[src/rtl/nrzi_pkg.sv]
// Shared state type and line constants for the NRZI bit-stuffing transmit encoder.
package nrzi_pkg;

  typedef enum logic [2:0] {
    IDLE,
    SYNC,
    DATA,
    STUFF,
    EOP_SE0,
    EOP_J
  } tx_state_e;

  localparam logic [7:0] SYNC_PATTERN = 8'h80;
  localparam logic       LEVEL_J      = 1'b1;
  localparam logic       LEVEL_K      = 1'b0;

endpackage

[src/rtl/nrzi_line_coder.sv]
// Registered NRZI line level: a 0 toggles the level, a 1 holds it; SE0 and J can be forced.
module nrzi_line_coder
  import nrzi_pkg::*;
(
  input  logic clk,
  input  logic rst_i,
  input  logic bit_en_i,
  input  logic toggle_i,
  input  logic force_se0_i,
  input  logic force_j_i,
  output logic line_bit_o,
  output logic line_se0_o
);

  logic level_q, level_d;
  logic se0_q, se0_d;

  always_comb begin
    level_d = level_q;
    se0_d   = se0_q;
    if (bit_en_i) begin
      if (force_j_i) begin
        level_d = LEVEL_J;
        se0_d   = 1'b0;
      end else if (force_se0_i) begin
        se0_d   = 1'b1;
      end else begin
        level_d = level_q ^ toggle_i;
        se0_d   = 1'b0;
      end
    end
  end

  always_ff @(posedge clk) begin
    if (rst_i) begin
      level_q <= LEVEL_J;
      se0_q   <= 1'b0;
    end else begin
      level_q <= level_d;
      se0_q   <= se0_d;
    end
  end

  // The held NRZI level is masked to K while SE0 is on the line.
  assign line_bit_o = level_q & ~se0_q;
  assign line_se0_o = se0_q;

endmodule

[src/rtl/nrzi_stuff_encoder.sv]
// USB-style transmit encoder: word buffer, LSB-first shifter, bit stuffing, NRZI and EOP.
// Optional SYNC generation is enabled by defining NRZI_SYNC_GEN_EN.
//
// state   | meaning
// IDLE    | line held at J, waiting for a buffered word
// SYNC    | sending SYNC_PATTERN bits ahead of the first word
// DATA    | sending data bit bit_cnt_q of the current word
// STUFF   | sending an inserted 0 after STUFF_LIMIT ones
// EOP_SE0 | sending SE0 bit times
// EOP_J   | sending the closing J bit
module nrzi_stuff_encoder
  import nrzi_pkg::*;
#(
  parameter int DATA_W       = 8,
  parameter int STUFF_LIMIT  = 6,
  parameter int EOP_SE0_BITS = 2
) (
  input  logic              clk,
  input  logic              RST,
  input  logic              bit_en,
  input  logic [DATA_W-1:0] in_data,
  input  logic              in_last,
  input  logic              in_valid,
  output logic              in_ready,
  output logic              line_bit,
  output logic              line_se0,
  output logic              tx_active,
  output logic              underrun
);

  localparam int BW = $clog2(DATA_W);
  localparam int OW = $clog2(STUFF_LIMIT + 1);
  localparam int EW = $clog2(EOP_SE0_BITS + 1);

  tx_state_e         state_q, state_d;
  logic [DATA_W-1:0] buf_q, sh_q, sh_d;
  logic              buf_last_q, buf_valid_q, last_q, last_d;
  logic [BW-1:0]     bit_cnt_q, bit_cnt_d;
  logic [OW-1:0]     ones_q, ones_d;
  logic [EW-1:0]     eop_cnt_q, eop_cnt_d;
  logic [2:0]        sync_cnt_q, sync_cnt_d, sync_nxt;
  logic              in_sync_q, in_sync_d;
  logic              tx_active_q, tx_active_d, underrun_q, underrun_d;
  logic              fill, pull, adv, send, send_bit, force_se0, force_j;

  assign fill     = in_valid & ~buf_valid_q;
  assign sync_nxt = sync_cnt_q + 3'd1;

  always_comb begin
    state_d     = state_q;
    sh_d        = sh_q;
    last_d      = last_q;
    bit_cnt_d   = bit_cnt_q;
    ones_d      = ones_q;
    eop_cnt_d   = eop_cnt_q;
    sync_cnt_d  = sync_cnt_q;
    in_sync_d   = in_sync_q;
    tx_active_d = tx_active_q;
    underrun_d  = 1'b0;
    pull        = 1'b0;
    adv         = 1'b0;
    send        = 1'b0;
    send_bit    = 1'b1;
    force_se0   = 1'b0;
    force_j     = 1'b0;
    if (bit_en) begin
      case (state_q)
        IDLE: begin
          force_j = 1'b1;
          if (buf_valid_q) begin
            force_j     = 1'b0;
            pull        = 1'b1;
            send        = 1'b1;
            sh_d        = buf_q;
            last_d      = buf_last_q;
            bit_cnt_d   = '0;
            tx_active_d = 1'b1;
`ifdef NRZI_SYNC_GEN_EN
            state_d     = SYNC;
            in_sync_d   = 1'b1;
            sync_cnt_d  = '0;
            send_bit    = SYNC_PATTERN[0];
`else
            state_d     = DATA;
            send_bit    = buf_q[0];
`endif
          end
        end
        SYNC, DATA: begin
          if (ones_q == OW'(STUFF_LIMIT)) begin
            state_d  = STUFF;
            send     = 1'b1;
            send_bit = 1'b0;
          end else begin
            adv = 1'b1;
          end
        end
        STUFF: adv = 1'b1;
        EOP_SE0: begin
          if (eop_cnt_q == EW'(EOP_SE0_BITS - 1)) begin
            state_d = EOP_J;
            force_j = 1'b1;
          end else begin
            eop_cnt_d = eop_cnt_q + EW'(1);
            force_se0 = 1'b1;
          end
        end
        EOP_J: begin
          state_d     = IDLE;
          force_j     = 1'b1;
          tx_active_d = 1'b0;
          ones_d      = '0;
        end
        default: begin
          state_d = IDLE;
          force_j = 1'b1;
        end
      endcase

      // Step to whatever follows the bit just completed (sync bit, data bit, next word or EOP).
      if (adv) begin
        if (in_sync_q) begin
          send = 1'b1;
          if (sync_cnt_q == 3'd7) begin
            in_sync_d = 1'b0;
            state_d   = DATA;
            bit_cnt_d = '0;
            send_bit  = sh_q[0];
          end else begin
            state_d    = SYNC;
            sync_cnt_d = sync_nxt;
            send_bit   = SYNC_PATTERN[sync_nxt];
          end
        end else if (bit_cnt_q != BW'(DATA_W - 1)) begin
          send      = 1'b1;
          state_d   = DATA;
          sh_d      = sh_q >> 1;
          bit_cnt_d = bit_cnt_q + BW'(1);
          send_bit  = sh_q[1];
        end else if (!last_q && buf_valid_q) begin
          send      = 1'b1;
          pull      = 1'b1;
          state_d   = DATA;
          sh_d      = buf_q;
          last_d    = buf_last_q;
          bit_cnt_d = '0;
          send_bit  = buf_q[0];
        end else begin
          underrun_d = ~last_q;
          state_d    = EOP_SE0;
          eop_cnt_d  = '0;
          force_se0  = 1'b1;
        end
      end

      if (send) ones_d = send_bit ? ones_q + OW'(1) : '0;
    end
  end

  always_ff @(posedge clk) begin
    if (RST) begin
      state_q     <= IDLE;
      buf_q       <= '0;
      buf_last_q  <= 1'b0;
      buf_valid_q <= 1'b0;
      sh_q        <= '0;
      last_q      <= 1'b0;
      bit_cnt_q   <= '0;
      ones_q      <= '0;
      eop_cnt_q   <= '0;
      sync_cnt_q  <= '0;
      in_sync_q   <= 1'b0;
      tx_active_q <= 1'b0;
      underrun_q  <= 1'b0;
    end else begin
      state_q     <= state_d;
      sh_q        <= sh_d;
      last_q      <= last_d;
      bit_cnt_q   <= bit_cnt_d;
      ones_q      <= ones_d;
      eop_cnt_q   <= eop_cnt_d;
      sync_cnt_q  <= sync_cnt_d;
      in_sync_q   <= in_sync_d;
      tx_active_q <= tx_active_d;
      underrun_q  <= underrun_d;
      if (pull) buf_valid_q <= 1'b0;
      if (fill) begin
        buf_valid_q <= 1'b1;
        buf_q       <= in_data;
        buf_last_q  <= in_last;
      end
    end
  end

  nrzi_line_coder u_coder (
    .clk        (clk),
    .rst_i      (RST),
    .bit_en_i   (bit_en),
    .toggle_i   (send & ~send_bit),
    .force_se0_i(force_se0),
    .force_j_i  (force_j),
    .line_bit_o (line_bit),
    .line_se0_o (line_se0)
  );

  assign in_ready  = ~buf_valid_q;
  assign tx_active = tx_active_q;
  assign underrun  = underrun_q;

endmodule

[config.mk]
export PLATFORM = sky130hd
export DESIGN_NAME = nrzi_stuff_encoder
export DESIGN_NICKNAME = d
export VERILOG_FILES = /design/src/rtl/nrzi_pkg.sv /design/src/rtl/nrzi_line_coder.sv /design/src/rtl/nrzi_stuff_encoder.sv
export SDC_FILE = /design/constraint.sdc
export NUM_CORES = 1
export LEC_CHECK = 0
export CAP_MARGIN = 0
export CORE_MARGIN = 2
export CORE_UTILIZATION = 60
export DETAILED_ROUTE_END_ITERATION = 8
export PLACE_DENSITY = 0.82
export RECOVER_POWER = 50
export SLEW_MARGIN = 20
export SYNTH_ARGS = -nofsm -noshare
export SYNTH_HDL_FRONTEND = slang
export SYNTH_SLANG_ARGS = --single-unit
[constraint.sdc]
create_clock -name clk -period 4.3 [get_ports clk]
set_clock_uncertainty 0.1 [all_clocks]
set_input_delay 0.86 -clock clk [delete_from_list [all_inputs] [get_ports clk]]
set_output_delay 0.86 -clock clk [all_outputs]
set_load 0.02 [all_outputs]
==> results of run 1 <==
[Yosys cell counts, drive strengths merged (2+ instances only)]
| cell | number | share of area [%] |
|---|---|---|
| a22oi | 4 | 2.1 |
| mux2i | 2 | 0.98 |
| nor3b | 3 | 1.1 |
| buf | 8 | 2.1 |
| a221oi | 5 | 2.1 |
| a41o | 2 | 0.98 |
| o21ai | 6 | 1.5 |
| ha | 7 | 4.3 |
| a31o | 2 | 0.86 |
| a211oi | 7 | 2.6 |
| nand3 | 7 | 1.7 |
| a31oi | 10 | 3.4 |
| nor2b | 6 | 1.8 |
| o21a | 2 | 0.74 |
| o211ai | 4 | 1.5 |
| inv | 7 | 1.3 |
| a21oi | 24 | 6.1 |
| o32ai | 2 | 0.86 |
| nand2b | 2 | 0.61 |
| a21o | 3 | 1.1 |
| clkbuf | 9 | 1.7 |
| nand2 | 38 | 7.0 |
| xnor2 | 2 | 0.86 |
| nor2 | 23 | 4.4 |
| dfxtp | 38 | 37 |
| nor3 | 6 | 1.7 |
[placed cells by master (no fill, tap or decap), types with 2 or more instances in the layout]
cell	Yosys	layout
nand2b_1	2	2
inv_1	7	7
clkbuf_1	9	2
o32ai_1	2	2
dlygate4sd3_1	0	6
a221oi_1	5	5
dfxtp_1	38	38
nand3_1	7	7
a31o_2	2	2
ha_1	7	7
a211oi_1	7	7
buf_4	0	2
o21ai_0	6	6
nor2b_1	6	6
xnor2_1	2	2
a31oi_1	9	9
a22oi_1	3	3
clkdlybuf4s50_1	0	11
a41o_1	2	2
nand2_1	38	38
mux2i_1	2	2
nor3b_1	3	3
o211ai_1	4	4
a21oi_1	23	23
nor3_1	5	5
o21a_1	2	2
a21o_1	3	3
nor2_1	22	22
clkbuf_4	0	5
[path summary, 6_finish.rpt]
path	endpoint	slack, ns
worst max-delay path	u_coder.level_q$_SDFFE_PP1P_	1.59
worst min-delay path	tx_active$_SDFFE_PP0P_	0.35
worst max register to register	u_coder.level_q$_SDFFE_PP1P_	1.86
worst min register to register	tx_active$_SDFFE_PP0P_	0.35
[sequential cells by signal, summed over array words and instances (netlist names)]
name	flops
buf_q	8
last_q	1
state_q	3
u_coder.level_q	1
tx_active	1
bit_cnt_q	3
in_sync_q	1
sh_q	8
u_coder.line_se0_o	1
sync_cnt_q	3
underrun	1
eop_cnt_q	2
buf_valid_q	1
buf_last_q	1
ones_q	3
[per-stage QoR]
step	instance area [um2]	hold slack, ns	utilization, %	setup slack, ns	instances
2_1_floorplan	2040	0.326	-	2.13	248
3_3_place_gp	2210	0.342	66.8	1.34	297
3_5_place_dp	2210	0.347	66.8	1.31	297
4_1_cts	2270	0.362	68.6	1.67	305
5_1_grt	2270	0.390	68.5	1.49	305
6_report	2270	0.355	68.5	1.59	305
[logic make-up (layout without fill, tap and decap cells)]
logic type                 Yosys count  in the layout  synth area share (%)
AOI/OAI and AO/OA                   79             79                  28.4
and+or+nand+nor                     96             96                  23.1
buffers and inverters               24             35                  5.10
muxes                                2              2                 0.982
adders and majority gates            7              7                  4.30
xor gates and xnor gates             2              2                 0.860
DFF                                 38             38                  37.3
[cell type report]
cell class              instances  area, um2
flip-flops and latches         38        761
well taps                      46       57.6
clock buffers                   7       55.1
clock inverters                 1       5.00
fillers                       304       1040
multi-input cells             186       1170
repair buffers                 20        189
inverters                       7       26.3
[routing by layer]
layer	GRT usage, %	up-vias	wire length [um]
met5	0	-	0
met4	11.4	0	59
met3	4.89	6	249
met2	39.7	60	2080
met1	33.9	834	2110
li1	-	923	-
[report_power, final]
part           switching (mW)  internal, mW
clock network           0.113        0.0793
logic                  0.0716        0.0525
registers              0.0146         0.368
[critical path, cell delays in order]
cell,delay (ns)
dlygate4sd3_1,0.53
buf_4,0.29
inv_1,0.30
a31oi_2,0.28
a22oi_4,0.10
o21a_1,0.20
a311o_1,0.30
==> reports/metrics.yaml, run 1 <==
drv_cap: 0
finalCriticalPeriod_ns: 2.71
path_max_fanout: 26
dr.first_iter.drc_count: 123
fin_tns_setup_ns: 0
drtAntennaViolNets: 0
synth_warnings: 0
avgViaCountPerCell: 5.98
die_h_um: 62.3
endpoint_kind: "flip-flop"
synthArstFlopShare_pct: 0
routed_wl_um: 4500
yosysUniqueCellTypes: 52
cts.path.max_buffers: 2
track_usage_pct: 25.3
gp_congestion: 0.867
initial_utilization_pct: 61.6
post-route-period-util_pct: 63.0
worstPathRequired_ns: 4.44
wl_per_cell_um: 14.8
irDropWorstVdd_uv: 226
worst_slew_pin_slew_ns: 0.881
ios: 18
crit_start: "bit_en"
ctsHoldBuffers: 0
cts_root_buf: "clkbuf_4"
vias: 1823
worstReg2RegStart: "sync_cnt_q[0]$_SDFFE_PP0P_"
antenna_found_initial: 0
relSlewSlack_pct: 41.1
status: "finished, final reports clean"
numCtsBuffers: 5
layout.nets: 278
drc: 0
syn_nets: 268
core-area_mm2: 0.00331
rr_worst_depth: 7
dr.pass1.iters: 6
synth_edf_count: 0
num_antenna_cells: 0
power.density_mw_per_mm2: 308
cts_resized: 0
critPathKind: "in -> reg"
max_freq_mhz: 369
min_from: "tx_active$_SDFFE_PP0P_"
clk_latency_ns: 0.34
area_growth_pct: 11.2
cts_setup_buffers: 0
grt_pass1_wl_um: 7870
design.die.area_mm2: 0.00388
clkTransAtPathRegs_ns: 0.12
port_buffers: 17
cp-start-kind: "primary input"
rsz0062_at_grt: "false"
synthCells: 248
grt_start_max_net_pins: 27
clock-sinks: 38
synth_ff_type: "dfxtp_1"
maxSlewViolCount: 0
finalHoldViolations: 0
holdPathStages: 2
num_rows: 21
worstPathArrival_ns: 2.85
grt_overflow_total: 0
die_w_um: 62.3
ys_seq_elements: 38
min_path_type: "reg -> reg"
synth_area_per_cell_um2: 8.22
hpwl_um: 3130
fin_total_pwr_uw: 699
cts_tree: "built"
ys_seq_area_share_pct: 37.3
syn_area_mm2: 0.00204
layout-drive-gt1-share_pct: 8.11
grt_pass1_vias: 1706
cellLeakagePower_nw: 0.860
finalSetupViolations: 0
htreeDepth: 2
(Power assumes the default switching activity.)
==> run 2: changes to the inputs <==
CORE_UTILIZATION = 51   (was 60)
PLACE_DENSITY = 0.74   (was 0.82)
clock period = 2.2 ns   (was 4.3 ns; I/O delays follow)
==> run 2 against run 1 <==
Net effect:
- routed wire length rose by 4.7%
- critical path depth fell by 4
- critical path type is now reg -> out
- non-clock buffer count rose by 14
- sequential power rose by 95%
- worst hold slack improved by 0.0021 ns
- clock-buffer cell count fell by 1
- die area rose by 16%
- sequential share of layout area fell by 2.8 points
- total power rose by 150%
- setup slack got worse by 1.5 ns
==> reports/metrics.yaml, run 2 (synthesis gave the netlist of run 1 again) <==
status: "finished, final reports clean"
irDropWorstVdd_uv: 572  # +150%
worstPathArrival_ns: 1.54  # -1.31 ns
clock-sinks: 38  # unchanged
hpwl_um: 3440  # +10%
min_path_type: "reg -> reg"
finalCriticalPeriod_ns: 2.08
crit_start: "buf_valid_q$_SDFFE_PP0P_"
die_w_um: 67.2  # +7.9%
cts.path.max_buffers: 2  # unchanged
worstReg2RegStart: "state_q[1]$_SDFFE_PP0P_"
relSlewSlack_pct: 63.7  # +23 points
rsz0062_at_grt: "false"
grt_pass1_vias: 1663  # -2.5%
worstPathRequired_ns: 1.66  # -2.78 ns
worst_slew_pin_slew_ns: 0.544  # -0.337 ns
final.setup.worst_slack_ns: 0.124  # -1.47 ns
reg_top3: "buf_q x8, sh_q x8"
track_usage_pct: 24.0  # -1.2 points
layout-drive-gt1-share_pct: 15.0  # +6.9 points
port_buffers: 17  # unchanged
endpoint_kind: "primary output"
max_freq_mhz: 482
dr.first_iter.drc_count: 202  # +64%
finalHoldViolations: 0  # unchanged
clk_latency_ns: 0.29  # -0.05 ns
dp_slack_ns: 0.0710  # -1.24 ns
num_rows: 22  # +4.8%
cts_setup_buffers: 0  # unchanged
maxSlewViolCount: 0  # unchanged
layout.nets: 292  # +5.0%
design_area_mm2: 0.00247  # +9.1%
final_cell_mix: "nand2_1 (38), dfxtp_1 (38), a21oi_1 (22), nor2_1 (21), buf_4 (15)"
core-area_mm2: 0.00374  # +13%
routed_wl_um: 4710  # +4.7%
power.density_mw_per_mm2: 705  # +130%
ctsHoldBuffers: 0  # unchanged
cp-start-kind: "flip-flop"
die_h_um: 67.2  # +7.9%
dr.pass1.iters: 4  # -2
grt_overflow_total: 0  # unchanged
drtAntennaViolNets: 0  # unchanged
drv_cap: 0  # unchanged
critPathKind: "reg -> out"
wl_per_cell_um: 14.7  # -0.55%
htreeDepth: 2  # unchanged
post-route-period-util_pct: 94.4
min_from: "tx_active$_SDFFE_PP0P_"
numCtsBuffers: 5  # unchanged
ios: 18  # unchanged
cts_tree: "built"
grt_start_max_net_pins: 26  # -3.7%
vias: 1828  # +0.27%
cts_resized: 0  # unchanged
gp_congestion: 0.857  # -1.1%
finalSetupViolations: 0  # unchanged
avgViaCountPerCell: 5.69  # -4.7%
path_max_fanout: 6  # -77%
num_antenna_cells: 0  # unchanged
fillCellCount: 335  # +10%
cts_root_buf: "clkbuf_8"
area_growth_pct: 21.3
clkTransAtPathRegs_ns: 0.07  # -0.05 ns
grt_pass1_wl_um: 8160  # +3.6%
fin_total_pwr_mw: 1.74  # +150%
design.die.area_mm2: 0.00452  # +16%
drc: 0  # unchanged
initial_utilization_pct: 54.4  # -7.1 points
place_area_mm2: 0.00232  # +4.9%
cellLeakagePower_nw: 0.966  # +12%
antenna_found_initial: 0  # unchanged
fin_tns_setup_ns: 0  # unchanged
run 2: cell types whose count changed in the layout (fill, tap and decap cells not counted), moves of 2 or more:
cell,previous run,this run
clkbuf_2,0,2
bufinv_16,0,2
clkbuf_8,1,6
buf_4,2,15
clkbuf_1,2,0
clkbuf_4,5,0
run 2: area by class of cell:
class | count | area [um2] | share of cell area [%]
clock inverters | 2 | 60.1 | 2.43
inverters | 7 | 26.3 | 1.06
clock buffers | 6 | 82.6 | 3.34
multi-input cells | 186 | 1190 | 48.1
repair buffers | 34 | 293 | 11.8
well taps | 48 | 60.1 | 2.43
flip-flops and latches | 38 | 761 | 30.8
run 2: worst paths after layout:
| kind | end | slack (ns) | cells after the start |
|---|---|---|---|
| worst max-delay path | in_ready | 0.12 | 3 |
| worst min-delay path | tx_active$_SDFFE_PP0P_ | 0.36 | 2 |
| worst max register to register | u_coder.level_q$_SDFFE_PP1P_ | 0.14 | 5 |
| worst min register to register | tx_active$_SDFFE_PP0P_ | 0.36 | 2 |
run 2: critical path, cell delays in order, from the launching register on:
cell and delay [ns]:
dfxtp_1 0.37, buf_4 0.18, inv_1 0.09, clkdlybuf4s50_1 0.62
run 2: through the flow:
step | util (%) | hold slack [ns] | cells
finish | 66.0 | 0.357 | 321
global route | 66.0 | 0.380 | 321
CTS | 65.7 | 0.358 | 321
detailed placement | 61.9 | 0.347 | 313
global placement | 61.9 | 0.344 | 313
floorplan | - | 0.326 | 248
run 2: where the power goes:
part	internal (mW)	total, mW	switching, mW
Sequential	0.719	0.746	0.0272
Combinational	0.117	0.264	0.147
Clock	0.484	0.734	0.250
Total	1.32	1.74	0.424
run 2: metal layers:
| layer | vias up | track usage, % | share of wire [%] |
|---|---|---|---|
| met3 | 4 | 4.00 | 4.8 |
| met4 | 0 | 8.42 | 1.1 |
| met5 | - | 0 | 0 |
| met1 | 821 | 35.4 | 51 |
| met2 | 52 | 35.3 | 44 |
| li1 | 951 | - | - |
